### src/rtl/dmem_pkg.sv
// Shared definitions for the data-memory access controller.
//   - request size encodings (byte/half/word; 3 is illegal)
//   - FSM state type
//   - big-endian lane helpers used by the controller and the lane aligner
package dmem_pkg;

  localparam logic [1:0] SIZE_BYTE = 2'd0;
  localparam logic [1:0] SIZE_HALF = 2'd1;
  localparam logic [1:0] SIZE_WORD = 2'd2;

  typedef enum logic [1:0] {
    ST_IDLE = 2'd0,  // waiting for a request, req_ready high
    ST_RD   = 2'd1,  // word store write, or read of the target word
    ST_MRG  = 2'd2,  // old word on ram_q: extract a load or write a merged store
    ST_RESP = 2'd3   // response held until rsp_ready
  } state_e;

  // Right-shift that brings the addressed lane down to bit 0 of the word.
  // Big-endian: the lowest byte offset lives in the most significant lane,
  // so the shift is (bytes to the right of the lane) * 8.
  function automatic logic [4:0] lane_shift(input logic [1:0] offset,
                                            input logic [1:0] size);
    logic [4:0] shift;
    case (size)
      SIZE_BYTE: shift = {~offset, 3'b000};
      SIZE_HALF: shift = {~offset[1], 4'b0000};
      default:   shift = 5'd0;
    endcase
    return shift;
  endfunction

  // Size 3, odd halfword or unaligned word address.
  function automatic logic is_illegal(input logic [1:0] size,
                                      input logic [1:0] offset);
    logic bad;
    case (size)
      SIZE_BYTE: bad = 1'b0;
      SIZE_HALF: bad = offset[0];
      SIZE_WORD: bad = (offset != 2'b00);
      default:   bad = 1'b1;
    endcase
    return bad;
  endfunction

endpackage

### src/rtl/dmem_lane_align.sv
// Combinational big-endian lane aligner.
// Ports:
//   word_i   - word currently held in RAM (ram_q during the merge cycle)
//   offset_i - byte offset within the word (addr[1:0])
//   size_i   - byte / half / word
//   uns_i    - zero-extend instead of sign-extend sub-word loads
//   wdata_i  - right-justified store data
//   load_o   - addressed lane, shifted down and extended to 32 bits
//   store_o  - word_i with the addressed lane replaced by wdata_i low bits
module dmem_lane_align
  import dmem_pkg::*;
(
  input  logic [31:0] word_i,
  input  logic [1:0]  offset_i,
  input  logic [1:0]  size_i,
  input  logic        uns_i,
  input  logic [31:0] wdata_i,
  output logic [31:0] load_o,
  output logic [31:0] store_o
);

  logic [4:0]  shift;
  logic [31:0] shifted;
  logic [31:0] mask;

  assign shift   = lane_shift(offset_i, size_i);
  assign shifted = word_i >> shift;

  // NOTE: every output of a combinational block gets a default before the
  // case, so no path can leave it unassigned and infer a latch.
  always_comb begin
    load_o = word_i;
    mask   = 32'hFFFF_FFFF;
    case (size_i)
      SIZE_BYTE: begin
        load_o = {{24{~uns_i & shifted[7]}}, shifted[7:0]};
        mask   = 32'h0000_00FF << shift;
      end
      SIZE_HALF: begin
        load_o = {{16{~uns_i & shifted[15]}}, shifted[15:0]};
        mask   = 32'h0000_FFFF << shift;
      end
      default: ;
    endcase
  end

  assign store_o = (word_i & ~mask) | ((wdata_i << shift) & mask);

endmodule

### src/rtl/dmem_access_ctrl.sv
// MIPS load/store initiator for port A of the data-cache RAM
// (1-cycle registered read, write-first q). One request in flight.
// Sub-word stores are done as read-modify-write; sub-word loads are
// extracted and sign/zero-extended. Big-endian lane order.
// Ports:
//   clk, rst            - clock, synchronous active-high reset
//   req_valid/req_ready - request handshake (ready only in IDLE)
//   req_we, req_size, req_unsigned, req_addr, req_wdata - request fields
//   rsp_valid/rsp_ready - response handshake, response held until taken
//   rsp_rdata, rsp_err  - load result (0 for stores/errors), illegal flag
//   ram_addr, ram_data, ram_we, ram_q - RAM port A
module dmem_access_ctrl
  import dmem_pkg::*;
#(
  parameter int ADDR_WIDTH = 5,
  parameter int DATA_WIDTH = 32
) (
  input  logic                  clk,
  input  logic                  rst,
  input  logic                  req_valid,
  output logic                  req_ready,
  input  logic                  req_we,
  input  logic [1:0]            req_size,
  input  logic                  req_unsigned,
  input  logic [31:0]           req_addr,
  input  logic [31:0]           req_wdata,
  output logic                  rsp_valid,
  input  logic                  rsp_ready,
  output logic [31:0]           rsp_rdata,
  output logic                  rsp_err,
  output logic [ADDR_WIDTH-1:0] ram_addr,
  output logic [31:0]           ram_data,
  output logic                  ram_we,
  input  logic [31:0]           ram_q
);

  if (DATA_WIDTH != 32) begin : g_bad_width
    $error("dmem_access_ctrl supports DATA_WIDTH=32 only");
  end

  state_e                state_q;
  logic                  we_q;
  logic [1:0]            size_q;
  logic                  uns_q;
  logic [ADDR_WIDTH+1:0] addr_q;
  logic [31:0]           wdata_q;
  logic [31:0]           rsp_rdata_q;
  logic                  rsp_err_q;

  logic [31:0] load_val;
  logic [31:0] store_word;
  logic        word_store;

  // Address bits above the RAM range are deliberately dropped (aliasing).
  logic addr_hi_unused;
  assign addr_hi_unused = ^req_addr[31:ADDR_WIDTH+2];

  assign word_store = we_q && (size_q == SIZE_WORD);

  dmem_lane_align u_align (
    .word_i   (ram_q),
    .offset_i (addr_q[1:0]),
    .size_i   (size_q),
    .uns_i    (uns_q),
    .wdata_i  (wdata_q),
    .load_o   (load_val),
    .store_o  (store_word)
  );

  // NOTE: state registers use non-blocking assignments so every flop samples
  // pre-edge values regardless of the order of statements.
  always_ff @(posedge clk) begin
    if (rst) begin
      state_q     <= ST_IDLE;
      we_q        <= 1'b0;
      size_q      <= 2'd0;
      uns_q       <= 1'b0;
      addr_q      <= '0;
      wdata_q     <= '0;
      rsp_rdata_q <= '0;
      rsp_err_q   <= 1'b0;
    end else begin
      case (state_q)
        ST_IDLE: begin
          if (req_valid) begin
            we_q        <= req_we;
            size_q      <= req_size;
            uns_q       <= req_unsigned;
            addr_q      <= req_addr[ADDR_WIDTH+1:0];
            wdata_q     <= req_wdata;
            rsp_rdata_q <= '0;
            // Illegal requests skip the RAM entirely.
            if (is_illegal(req_size, req_addr[1:0])) begin
              rsp_err_q <= 1'b1;
              state_q   <= ST_RESP;
            end else begin
              rsp_err_q <= 1'b0;
              state_q   <= ST_RD;
            end
          end
        end
        ST_RD: begin
          state_q <= word_store ? ST_RESP : ST_MRG;
        end
        ST_MRG: begin
          if (!we_q) begin
            rsp_rdata_q <= load_val;
          end
          state_q <= ST_RESP;
        end
        ST_RESP: begin
          if (rsp_ready) begin
            state_q <= ST_IDLE;
          end
        end
        default: state_q <= ST_IDLE;
      endcase
    end
  end

  assign req_ready = (state_q == ST_IDLE);
  assign rsp_valid = (state_q == ST_RESP);
  assign rsp_rdata = rsp_rdata_q;
  assign rsp_err   = rsp_err_q;
  assign ram_addr  = addr_q[ADDR_WIDTH+1:2];

  // RD: full-word write, or read for load/RMW. MRG: merged sub-word write.
  // Reset gates the strobe so an interrupted store never reaches the RAM.
  always_comb begin
    ram_we   = 1'b0;
    ram_data = wdata_q;
    case (state_q)
      ST_RD:  ram_we = word_store;
      ST_MRG: begin
        ram_we   = we_q;
        ram_data = store_word;
      end
      default: ;
    endcase
    if (rst) begin
      ram_we = 1'b0;
    end
  end

endmodule
### config.mk
export PLATFORM = sky130hd
export DESIGN_NAME = dmem_access_ctrl
export DESIGN_NICKNAME = d
export VERILOG_FILES = /design/src/rtl/dmem_pkg.sv /design/src/rtl/dmem_lane_align.sv /design/src/rtl/dmem_access_ctrl.sv
export SDC_FILE = /design/constraint.sdc
export NUM_CORES = 1
export LEC_CHECK = 0
export CAP_MARGIN = 25
export CORE_MARGIN = 8
export CORE_UTILIZATION = 30
export DETAILED_ROUTE_END_ITERATION = 8
export SLEW_MARGIN = 10
export SYNTH_ARGS = -nofsm -noshare
export SYNTH_HDL_FRONTEND = slang
export SYNTH_HIERARCHICAL = 1
export SYNTH_SLANG_ARGS = --single-unit
### constraint.sdc
create_clock -name clk -period 2.9 [get_ports clk]
set_clock_uncertainty 0.1 [all_clocks]
set_input_delay 0.29 -clock clk [delete_from_list [all_inputs] [get_ports clk]]
set_output_delay 0.29 -clock clk [all_outputs]
set_load 0.1 [all_outputs]
After elaboration in Yosys (flattened, before gate mapping)
Index checks and enable logic that the tools add are counted.
W data, S select, Z words.

word-level totals
  register bits = 78
  bits of input ports = 104
  output and inout port bits = 73
  word-level logic and storage cells = 59

cells by class
  eq/ne operators = 10
  shifts and indexed selects = 4
  multiplexer cells = 19
  bitwise operators = 9
  reductions and logical operators = 9

operator list
  kind                     number
  $pmux W32 S2             3
  $mux W32                 3
  $and A32 B32 Y32         2
  $not A32 Y32             1
  $or A32 B32 Y32          1
  $shl A16 B5 Y32 const A  1
  $shl A32 B5 Y32          1
  $shl A8 B5 Y32 const A   1
  $shr A32 B5 Y16          1
  $pmux W5 S2              1
  $eq A2 B2 Y1 const B     4
  $pmux W2 S4              1
  $eq A2 B1 Y1 const B     3
  $logic_not A2 Y1         3
  $mux W1                  6
  $mux W2                  3
  $ne A2 B2 Y1 const B     2
  $reduce_and A2 Y1        2
  $reduce_bool A2 Y1       2
  $pmux W1 S3              1
  $reduce_and A3 Y1        1
  $and A1 B1 Y1            2
  $ne A2 B1 Y1 const B     1
  $not A1 Y1               2
  other kinds (3)          3

Depth between registers and ports, before layout
  word-level depth = 8
  depth in mapped cells = 9

Modules after synthesis
The synthesis kept the hierarchy.

by module, submodules not included
  module            times used  cells an instance  area an instance (µm²)  sequential area each (µm²)
  dmem_access_ctrl  1           401                3,342.0                 1,561.5
  dmem_lane_align   1           235                1,443.9                 0.0

Least setup slack after synthesis
OpenSTA, ideal clock, no wires.

  kind = register to output
  start point = register state_q[0]
  end point = output port ram_we
  arrival = 2.252 ns
  slack = 0.258 ns
  stages on the path, launching flop included = 5
  buffers on the path = 0
  cells stage by stage = dfxtp_1 inv_1 ha_1 nand2_1 a21oi_1

on the way
  longest elaborated chain between the ends = 3
  elaborated cells between the ends (all ways) = 4
  those cells by class = eq/ne (2); mux (2)

ends and longest elaborated chain
  element                                              RTL line                 source
  start: declaration                                   dmem_access_ctrl.sv:41   state_e state_q;
  start signal: assignment                             dmem_access_ctrl.sv:103  state_q <= word_store ? ST_RESP : ST_MRG;
  $eq A2 B2 Y1 / $eq A2 B1 Y1 (equally long branches)  dmem_access_ctrl.sv:132  case (state_q)
  $pmux W1 S2 *                                        dmem_access_ctrl.sv:132
  $mux W1 *                                            dmem_access_ctrl.sv:140  if (rst) begin
  end: declaration                                     dmem_access_ctrl.sv:33   output logic ram_we,

Mark *: on every way between the ends. The rest lies on a longest branch, timed or not.

Worst setup path in the final report
  start point = register size_q[0]
  end point = output port ram_data[31]

on the way
  longest elaborated chain between the ends = 8
  elaborated cells between the ends (all ways) = 12
  those cells by class = eq/ne (1); shift (3); mux (3); bitwise (4); reduce/logical (1)

ends and longest elaborated chain
  element                                                   RTL line                                      source
  start: declaration                                        dmem_access_ctrl.sv:43                        logic [1:0] size_q;
  start signal: assignment                                  dmem_access_ctrl.sv:87                        size_q <= req_size;
  $eq A2 B1 Y1 / $logic_not A2 Y1 (equally long branches)   dmem_pkg.sv:24, dmem_lane_align.sv:34
  $pmux W5 S2                                               dmem_pkg.sv:24                                case (size)
  $shl A16 B5 Y32 / $shl A8 B5 Y32 (equally long branches)  dmem_lane_align.sv:41, dmem_lane_align.sv:37
  $pmux W32 S2                                              dmem_lane_align.sv:34                         case (size_i)
  $not A32 Y32                                              dmem_lane_align.sv:47                         assign store_o = (word_i & ~mask) | ((wdata_i << shift) & mask);
  $and A32 B32 Y32                                          dmem_lane_align.sv:47
  $or A32 B32 Y32 *                                         dmem_lane_align.sv:47
  net store_word[31]                                        dmem_access_ctrl.sv:51                        logic [31:0] store_word;
  $mux W32 *                                                dmem_access_ctrl.sv:132
  end: declaration                                          dmem_access_ctrl.sv:32                        output logic [31:0] ram_data,

The timed path passes the listed nets; every way through them passes the cells marked *.

==> summary.md <==
After synthesis, flip-flops and latches occupy 32.6% of the total area. The core region is 15700 sq um. The fraction of layout cells with a size suffix above 1 came out at 22.0%. The tools report the source-to-sink clock delay at the later pin of the worst-skew pair as 340 ps. Prior to clock tree synthesis, the placed netlist has a worst setup slack of 435 ps. TritonCTS built the clock tree.

The worst register-to-register path begins at size_q[0]. The die is 142 microns wide. The path with the worst hold slack has its endpoint at rsp_rdata[19]. The power density of the placed cells was 1050 nW/um^2; the layout filler cell count was 1617.

The number of rows created at floorplan was 46; the length in cells of the worst reg-to-reg path was 6. The logs give 0 for the overflow left after global routing and 20300 sq um for the total die area. In this run the remaining antenna-violating nets after routing total 0. The final layout contains 866 nets.

In this run the worst path has a maximum fanout of 18. The worst hold path passes through 2 cells. The max-capacitance violation count is 0, and the remaining routing DRC violations is 0.

After detailed routing, the average wire length per cell comes to 17.7 microns. The logs give 17.2% for the total routing resource utilization after global routing and 0 ps for the final sum of negative setup slack. Library cell used as clock root buffer: sky130_fd_sc_hd__clkbuf_16. The buffer depth of the longest clock path was 2; the floorplan die height was 142 microns. The flow ran to the end, and the final reports show no timing, DRC or antenna violations. The tools report the required time reported for the critical path endpoint as 2510 ps. For the number of global-route vias before repair, the log shows 4675. For the finished layout, the period the worst path requires is 2780 ps.

The number of register bits inferred by synthesis is 78. For this configuration, the core starts out at a cell density of 30.5%. The portion of the clock cycle consumed by the worst path in the final layout is 96.0%, and the slack of the worst reg-to-reg path is 720 ps.

The area overhead of the layout relative to synthesis was 44.8%; the count of distinct cell types in the synthesized netlist was 43. STA classifies the critical path startpoint as a register. The peak supply drop was 595 uV. The worst min-delay path class was register to register. Setup repair after global routing left no endpoint under its margin. Entering global routing, the biggest net connects 80 pins. In this run, CTS created clock tree buffers numbering 9. The leakage power is 2.79 nW, and the synthesized netlist cell count is 636. After clock tree synthesis, the clock-pin slew on the worst setup and hold paths is 60 ps. The worst pin sits at a relative slew slack of 42.1%.

The first global-routing pass estimated 26800 microns of wire. In this run the tool buffered the top-level ports with 151 buffer cells. The worst setup path is captured at an output port. The clock drives 78 sinks. The number of placed I/O pins was 177; the total half-perimeter wirelength after legalization and detailed placement was 12900 microns. The mapped netlist covers 4790 sq um.

Setup violations remaining at the end of the flow were counted as 0. The run gives 0 as the count of buffers added by post-CTS timing repair for setup. The routed wire length was 17300 microns; the count of warnings emitted by yosys was 6. The routed layout has 4786 vias. The number of nets handed over by synthesis was 745. At the pin with the least slew margin, the transition time is 868 ps. The maximum clock rate came out at 359 MHz.

The tools report the start point of the worst hold path as rsp_rdata[19]. Average vias per placed instance: 4.89. The area used by multi-input combinational logic is 2880 sq um, and the count of hold buffers inserted by post-cts repair is 0. The register area was 1560 sq um.

The logs give 0 for the count of endpoints failing hold in the final timing report and 0 for the number of antenna cells inserted. The total count of max-transition violations in the final report is 0, and the number of antenna violations at the first check in global routing is 0. The worst path meets setup with 116 ps of slack. For this run, the detailed router's first-pass iteration total came to 4.

At the worst endpoint, the arrival time is 2390 ps. A synthesized cell averages 7.52 sq um. The type of the worst setup path is register to output port. In this run the critical register-to-register path is captured at rsp_rdata[19]. In this run, the number of DRC markers left after iteration 0 of detailed routing was 322. The clock tree synthesis step divided the H-tree into 3 levels. At the end of routability-driven placement, the weighted congestion stood at 0.859.
[Yosys cell counts]
cell,count,area share [%]
sky130_fd_sc_hd__nand2_1,198,16
sky130_fd_sc_hd__a21oi_1,87,9.1
sky130_fd_sc_hd__dfxtp_1,78,33
sky130_fd_sc_hd__mux2_2,48,11
sky130_fd_sc_hd__nand3_1,33,3.5
sky130_fd_sc_hd__o21ai_0,30,3.1
sky130_fd_sc_hd__mux2i_1,24,5.0
sky130_fd_sc_hd__buf_2,17,1.8
sky130_fd_sc_hd__buf_4,17,2.7
sky130_fd_sc_hd__clkbuf_1,15,1.2
sky130_fd_sc_hd__a22oi_1,13,2.0
sky130_fd_sc_hd__nor2_1,9,0.71
sky130_fd_sc_hd__nor2b_1,8,1.0
sky130_fd_sc_hd__inv_1,7,0.55
sky130_fd_sc_hd__buf_6,5,1.2
sky130_fd_sc_hd__ha_1,5,1.3
sky130_fd_sc_hd__o21ai_1,5,0.52
sky130_fd_sc_hd__nor3_1,4,0.42
sky130_fd_sc_hd__a222oi_1,3,0.63
sky130_fd_sc_hd__or2_1,3,0.39
sky130_fd_sc_hd__a21o_1,2,0.31
sky130_fd_sc_hd__nand2b_1,2,0.26
sky130_fd_sc_hd__nor2_2,2,0.26
sky130_fd_sc_hd__o211ai_2,2,0.52
sky130_fd_sc_hd__a211oi_2,1,0.26
sky130_fd_sc_hd__a21boi_2,1,0.24
sky130_fd_sc_hd__a41oi_4,1,0.58
sky130_fd_sc_hd__and2_1,1,0.13
sky130_fd_sc_hd__and3_1,1,0.13
sky130_fd_sc_hd__and4b_1,1,0.21
sky130_fd_sc_hd__and4bb_1,1,0.26
sky130_fd_sc_hd__buf_1,1,0.078
sky130_fd_sc_hd__nand2_2,1,0.13
sky130_fd_sc_hd__nand2b_2,1,0.18
sky130_fd_sc_hd__nand3b_1,1,0.16
sky130_fd_sc_hd__nand4b_1,1,0.18
sky130_fd_sc_hd__nor3_4,1,0.34
sky130_fd_sc_hd__nor3b_1,1,0.16
sky130_fd_sc_hd__nor4b_1,1,0.18
sky130_fd_sc_hd__o211a_2,1,0.21
sky130_fd_sc_hd__o21a_1,1,0.16
sky130_fd_sc_hd__o21bai_1,1,0.16
sky130_fd_sc_hd__o311ai_2,1,0.34
[through the flow]
| step | instances | instance area, sq um | total power (W) | utilization [%] | hold slack [ps] |
|---|---|---|---|---|---|
| 2_1_floorplan | 636 | 4790 | 0.00470 | - | 326 |
| 3_3_place_gp | 962 | 6580 | 0.00596 | 41.9 | 340 |
| 3_5_place_dp | 962 | 6580 | 0.00598 | 41.9 | 344 |
| 4_1_cts | 978 | 6930 | 0.00732 | 44.1 | 352 |
| 5_1_grt | 978 | 6930 | 0.00763 | 44.1 | 366 |
| 6_report | 978 | 6930 | 0.00727 | 44.1 | 348 |
[critical path, stage by stage, from the launching register on]
cell	delay (ps)
sky130_fd_sc_hd__dfxtp_1	450
sky130_fd_sc_hd__o21a_1	270
sky130_fd_sc_hd__or2_2	440
sky130_fd_sc_hd__a222oi_1	270
sky130_fd_sc_hd__a21oi_1	120
sky130_fd_sc_hd__mux2_2	330
sky130_fd_sc_hd__buf_12	180
[area by class of cell]
class	count	area share, %
clock buffers	9	3.25
well taps	216	3.90
multi-input cells	496	41.6
flip-flops and latches	78	22.5
inverters	7	0.379
repair buffers	165	26.6
clock inverters	7	1.75
[cell families after synthesis]
family                   count (synthesis)  synth area share (%)
flip-flops                              78                  32.6
buffers and inverters                   62                  7.42
AND/OR/NAND/NOR                        270                  24.1
adder cells (fa/ha/maj)                  5                  1.31
AO/OA/AOI/OAI                          149                  18.2
multiplexers                            72                  16.3
[flip-flops by register name, summed over array words and instances, names as in the netlist]
signal / cells
rsp_rdata: 32
we_q: 1
rsp_err: 1
addr_q: 7
wdata_q: 32
state_q: 2
uns_q: 1
size_q: 2
[cells in the final DEF (no fill, tap or decap), types with 2 or more instances in the layout]
cell / count
sky130_fd_sc_hd__nand2_1: 198
sky130_fd_sc_hd__a21oi_1: 87
sky130_fd_sc_hd__dfxtp_1: 77
sky130_fd_sc_hd__clkdlybuf4s50_1: 77
sky130_fd_sc_hd__buf_4: 54
sky130_fd_sc_hd__mux2_2: 48
sky130_fd_sc_hd__nand3_1: 33
sky130_fd_sc_hd__buf_12: 33
sky130_fd_sc_hd__o21ai_0: 30
sky130_fd_sc_hd__mux2i_1: 24
sky130_fd_sc_hd__a22oi_1: 13
sky130_fd_sc_hd__clkbuf_16: 9
sky130_fd_sc_hd__nor2_1: 9
sky130_fd_sc_hd__nor2b_1: 8
sky130_fd_sc_hd__inv_1: 7
sky130_fd_sc_hd__o21ai_1: 5
sky130_fd_sc_hd__nor3_1: 4
sky130_fd_sc_hd__ha_1: 4
sky130_fd_sc_hd__bufinv_16: 3
sky130_fd_sc_hd__a222oi_1: 3
sky130_fd_sc_hd__nand2b_1: 2
sky130_fd_sc_hd__o211ai_2: 2
sky130_fd_sc_hd__a21o_1: 2
sky130_fd_sc_hd__clkinv_4: 2
sky130_fd_sc_hd__or2_1: 2
[repair_timing]
item	in CTS	in global routing
gates resized for setup	0	2
endpoints found under the setup margin	0	10
endpoints found under the hold margin	0	0
[power by group]
part | switching (W) | internal (W)
Sequential | 0.000187 | 0.00125
Combinational | 0.00304 | 0.00146
Clock | 0.000479 | 0.000845
[how the worst max path moves through the flow]
stage,start,endpoint,cells after the start
2_1_floorplan,state_q[0],ram_we,4
3_3_place_gp,size_q[0],ram_data[1],7
3_5_place_dp,size_q[0],ram_data[25],7
4_1_cts,size_q[0],ram_data[1],7
5_1_grt,size_q[0],ram_data[31],6
6_report,size_q[0],ram_data[31],6
[layer usage]
metal / GRT usage [%] / vias up / part of all wire, %
met5: 0 / - / 0
met4: 4.53 / 0 / 1.2
met3: 5.67 / 15 / 7.7
met2: 26.8 / 143 / 45
met1: 22.2 / 2208 / 46
li1: - / 2420 / -
Note: power is estimated with default switching activity, not from simulation.
